File: config.mk
export PLATFORM = sky130hd
export DESIGN_NAME = flit_injector
export DESIGN_NICKNAME = d
export VERILOG_FILES = /design/src/rtl/flit_injector.sv
export SDC_FILE = /design/constraint.sdc
export NUM_CORES = 1
export LEC_CHECK = 0
export ABC_AREA = 1
export CORE_UTILIZATION = 49
export DETAILED_ROUTE_END_ITERATION = 10
export HOLD_SLACK_MARGIN = 0.15
export PLACE_DENSITY = 0.89
export SYNTH_ARGS = -nofsm -noshare
export SYNTH_HDL_FRONTEND = slang
export SYNTH_SLANG_ARGS = --single-unit
File: constraint.sdc
create_clock -name nocclk -period 2.7 [get_ports nocclk]
set_clock_uncertainty 0.2 [all_clocks]
set_input_delay 0.405 -clock nocclk [delete_from_list [all_inputs] [get_ports nocclk]]
set_output_delay 0.405 -clock nocclk [all_outputs]
set_load 0.01 [all_outputs]
File: src/rtl/flit_injector.sv
// Packet-atomic two-source flit injector: round-robin packet arbitration
// between CPU and forwarded streams, merged through a 2-entry output FIFO.
package types;
    typedef logic [31:0] flit_t;
endpackage

module flit_injector #(
    parameter int MAX_PACKET_FLITS = 16
) (
    input  logic         nocclk,
    input  logic         rst_n,
    input  types::flit_t cpu_to_noc_pushed_flit,
    input  logic         cpu_to_noc_pushed_flit_valid,
    input  logic         cpu_to_noc_pushed_flit_tail,
    output logic         cpu_to_noc_pushed_flit_ready,
    input  types::flit_t forwarded_flit,
    input  logic         forwarded_flit_valid,
    input  logic         forwarded_flit_tail,
    output logic         forwarded_flit_ready,
    output types::flit_t transmit_flit,
    output logic         transmit_flit_valid,
    input  logic         transmit_flit_ready,
    output logic         packet_overrun
);
    localparam int CNT_W = $clog2(MAX_PACKET_FLITS + 1);

    typedef enum logic [1:0] {IDLE, GRANT_CPU, GRANT_FWD} state_t;

    state_t       state, state_nxt;
    logic         last_cpu, last_cpu_nxt;
    logic [CNT_W-1:0] cnt, cnt_nxt, cnt_inc;
    logic         ovr_nxt;
    logic         init_done;
    logic         sel_cpu, sel_fwd;
    logic         can_push, push, pop;
    types::flit_t push_flit;
    logic         push_tail;

    types::flit_t mem [2];
    logic         wr_ptr, rd_ptr;
    logic [1:0]   occ;

    // Readys come from registered occupancy only, so a full FIFO never
    // accepts a push even when it is popping in the same cycle.
    assign can_push = init_done && (occ != 2'd2);
    assign pop      = (occ != 2'd0) && transmit_flit_ready;

    assign transmit_flit_valid = (occ != 2'd0);
    assign transmit_flit       = transmit_flit_valid ? mem[rd_ptr] : '0;

    always_comb begin
        sel_cpu      = 1'b0;
        sel_fwd      = 1'b0;
        state_nxt    = state;
        cnt_nxt      = cnt;
        cnt_inc      = cnt + 1'b1;
        last_cpu_nxt = last_cpu;
        ovr_nxt      = 1'b0;
        case (state)
            IDLE: begin
                if (cpu_to_noc_pushed_flit_valid && forwarded_flit_valid) begin
                    sel_fwd = last_cpu;
                    sel_cpu = !last_cpu;
                end else begin
                    sel_cpu = cpu_to_noc_pushed_flit_valid;
                    sel_fwd = forwarded_flit_valid;
                end
            end
            GRANT_CPU: sel_cpu = 1'b1;
            GRANT_FWD: sel_fwd = 1'b1;
            default:   ;
        endcase

        cpu_to_noc_pushed_flit_ready = sel_cpu && can_push;
        forwarded_flit_ready         = sel_fwd && can_push;
        push = (cpu_to_noc_pushed_flit_valid && cpu_to_noc_pushed_flit_ready) ||
               (forwarded_flit_valid && forwarded_flit_ready);
        push_flit = sel_cpu ? cpu_to_noc_pushed_flit : forwarded_flit;
        push_tail = sel_cpu ? cpu_to_noc_pushed_flit_tail : forwarded_flit_tail;

        if (push) begin
            // Remembering the source on every flit is enough: it only matters
            // once the packet is released back to IDLE.
            last_cpu_nxt = sel_cpu;
            if (push_tail) begin
                state_nxt = IDLE;
                cnt_nxt   = '0;
            end else if (cnt_inc == CNT_W'(MAX_PACKET_FLITS)) begin
                state_nxt = IDLE;
                cnt_nxt   = '0;
                ovr_nxt   = 1'b1;
            end else begin
                state_nxt = sel_cpu ? GRANT_CPU : GRANT_FWD;
                cnt_nxt   = cnt_inc;
            end
        end
    end

    always_ff @(posedge nocclk or negedge rst_n) begin
        if (!rst_n) begin
            state          <= IDLE;
            last_cpu       <= 1'b1;
            cnt            <= '0;
            packet_overrun <= 1'b0;
            init_done      <= 1'b0;
        end else begin
            state          <= state_nxt;
            last_cpu       <= last_cpu_nxt;
            cnt            <= cnt_nxt;
            packet_overrun <= ovr_nxt;
            init_done      <= 1'b1;
        end
    end

    always_ff @(posedge nocclk or negedge rst_n) begin
        if (!rst_n) begin
            for (int i = 0; i < 2; i++) mem[i] <= '0;
            wr_ptr <= 1'b0;
            rd_ptr <= 1'b0;
            occ    <= 2'd0;
        end else begin
            if (push) begin
                mem[wr_ptr] <= push_flit;
                wr_ptr      <= ~wr_ptr;
            end
            if (pop) rd_ptr <= ~rd_ptr;
            case ({push, pop})
                2'b10:   occ <= occ + 2'd1;
                2'b01:   occ <= occ - 2'd1;
                default: occ <= occ;
            endcase
        end
    end
endmodule

==> metrics.cfg <==
[logic_synthesis]
synth_commonest_cells = nand2_1 (323), dfrtp_1 (77), nand3_1 (73)
synth_top_cell_by_area = dfrtp_1
syn_nets = 664
ys_types = 21
synth_top_area_share_pct = 46.7
yosysSeqAreaShare_pct = 47.3
yosysWarnings = 0
syn-cell-area_mm2 = 0.00413
async_flop_share_pct = 100
synthTopCellsByArea = dfrtp_1 (47%), nand2_1 (29%), nand3_1 (8.8%), a21oi_1 (4.0%), buf_2 (1.7%)
synth_seq_cells = 78
syn_avg_cell_area_um2 = 6.99
ys.flop_type = dfrtp_1
synth-edff-count = 0
synth_most_common_cell = nand2_1
syn_inst = 591

[clock_network]
cts_buffer_depth = 2
holdBufCountCts = 1
clk_latency_ns = 0.36
cts_made_buffers = 9
cts_resized = 0
post_cts_buffers = 0
tritoncts = done
root_buffer = clkbuf_8
cts.clk_slew.worst_paths_ns = 0.08
htreeDepth = 3
cts.sink_count = 78

[cells_and_area]
areaGrowthSynthToFinish_pct = 32.5
fin_nets = 760
diodes = 0
fillCellCount = 667
layout-drive-gt1-share_pct = 5.07

[timing]
maxSlewViolCount = 0
fmax_mhz = 388
period_share_pct = 95.4
slew_headroom_pct = 36.3
setup_viol = 0
worst_slew_pin_slew_ns = 0.956
rsz0062_at_grt = no
timing.setup.tns_ns = 0
period_needed_ns = 2.58
timing.final.ws_setup_ns = 0.124
finalHoldViolCount = 0

[worst_hold_path]
min_path_type = reg -> reg
min_from = mem[40]

[global_route]
antenna_found_initial = 0
grt_overflow = 0
grt_pass1_wl_mm = 17.6
track_usage_pct = 25.9
grt_max_degree = 79
grt_pass1_vias = 3967

[route]
drc_errors = 0
first_iter_violations = 230
drtPass1Iterations = 7
via_per_inst = 5.19
vias = 4132
wirelength_mm = 10.8
wire_per_inst_um = 13.5
ant_nets = 0

[floorplanning]
num_rows = 33
dieArea_mm2 = 0.00880
die_w_um = 93.8
core_area_mm2 = 0.00818
start_util_pct = 50.5
die_h_um = 93.8
io_pins = 107

[critical_path]
crit_buf_inv = 3
slowest_delay_ns = 0.57
arrival_ns = 1.97
cp-start-kind = flop
critPathSlowestCell = clkdlybuf4s50_1
cp_top_family = buffers and inverters
critical_path_class = reg -> out
endpoint_kind = output pin
path_max_fanout = 21
required_ns = 2.10
crit_chain = inv_1 -> buf_4 -> nand2_1 -> a21oi_1 -> clkdlybuf4s50_1
crit_start = rd_ptr
worstReg2RegStart = last_cpu

[placed_design]
gp_congestion = 0.806
dpl_worst_slack_ns = 0.198
port_buffers = 106
dpl.hpwl_mm = 7.27

[flow_run]
maxCapViolCount = 0

[power]
p_leak_nw = 2.77
p_per_area_mw_per_mm2 = 502
max-vdd-ir-drop_v = 0.000333

[run_status]
status = finished, final reports clean

==> power by group <==
group / internal [mW] / switching, mW / total [mW]
sequential: 1.19 / 0.0254 / 1.22
clock: 0.515 / 0.429 / 0.944
combinational: 0.219 / 0.363 / 0.581
total: 1.93 / 0.817 / 2.74
==> kinds of logic (layout without fill, tap and decap cells) <==
kind of cell	count (synthesis)	count (layout)	synth area share, %
AOI/OAI and AO/OA	40	40	4.97
xor gates and xnor gates	3	3	0.636
adders and majority gates	2	2	0.606
buffers and inverters	53	153	6.33
DFF	78	78	47.3
other	1	1	0.0908
and+or+nand+nor	414	414	40.1
==> area by class of cell <==
| cell class | instances | area [µm²] | share of cell area, % |
|---|---|---|---|
| sequential | 78 | 1950 | 35.7 |
| inverter | 16 | 60.1 | 1.10 |
| tap | 105 | 131 | 2.40 |
| multi-input combinational | 460 | 1920 | 35.1 |
| timing repair buffer | 122 | 1190 | 21.8 |
| clock buffer | 9 | 124 | 2.26 |
| clock inverter | 6 | 87.6 | 1.60 |
==> worst min-delay path: cells and delay by family, from the launching register on <==
| family | cells | cell delay (ns) |
|---|---|---|
| DFF | 1 | 0.35 |
| and+or+nand+nor | 2 | 0.10 |
==> final timing paths <==
| kind | to | slack (ns) | depth (start not counted) |
|---|---|---|---|
| setup reg to reg | mem[10] | 0.57 | 11 |
| hold reg to reg | mem[40] | 0.27 | 2 |
| hold / removal | mem[40] | 0.27 | 2 |
| setup / recovery | transmit_flit[16] | 0.12 | 5 |
| min in group asynchronous | mem[62] | 0.54 | 2 |
| max in group asynchronous | mem[13] | 1.14 | 2 |
==> metrics by stage <==
step           power [mW]  area [µm²]  hold slack [ns]  std cells  util, %
2_1_floorplan        1.53        4130          -0.0906        591        -
3_3_place_gp         1.81        5250            0.253        780     64.2
3_5_place_dp         1.82        5250            0.258        780     64.2
4_1_cts              2.75        5470            0.277        796     66.9
5_1_grt              2.84        5470            0.287        796     66.9
6_report             2.74        5470            0.274        796     66.9
==> registers in the layout, indices dropped and copies added, names as in the netlist <==
register	cells
cnt	5
init_done	1
last_cpu	1
mem	64
occ	2
packet_overrun	1
rd_ptr	1
state	2
wr_ptr	1
==> cell usage in the layout (no fill, tap or decap) <==
cell,count
a21boi_0,1
a21oi_1,33
buf_12,1
buf_4,15
bufinv_16,2
clkbuf_8,9
clkdlybuf4s50_1,105
clkinv_2,2
clkinv_4,2
conb_1,1
dfrtp_1,77
dfstp_2,1
dlygate4sd3_1,1
ha_1,2
inv_1,15
inv_2,1
nand2_1,322
nand2_2,1
nand3_1,73
nand3b_1,1
nand4_1,2
nor2_1,14
nor2_2,1
o21ai_0,4
o21ai_1,1
o21bai_1,1
xnor2_1,1
xor2_1,2
==> routing by layer <==
metal	vias to the layer above	share of wire (%)	GRT usage, %
li1	2044	-	-
met1	1899	40	30.8
met2	167	52	46.0
met3	22	5.7	3.64
met4	0	2.4	12.2
met5	-	0	0
No activity file was read; power rests on OpenSTA's default activity.
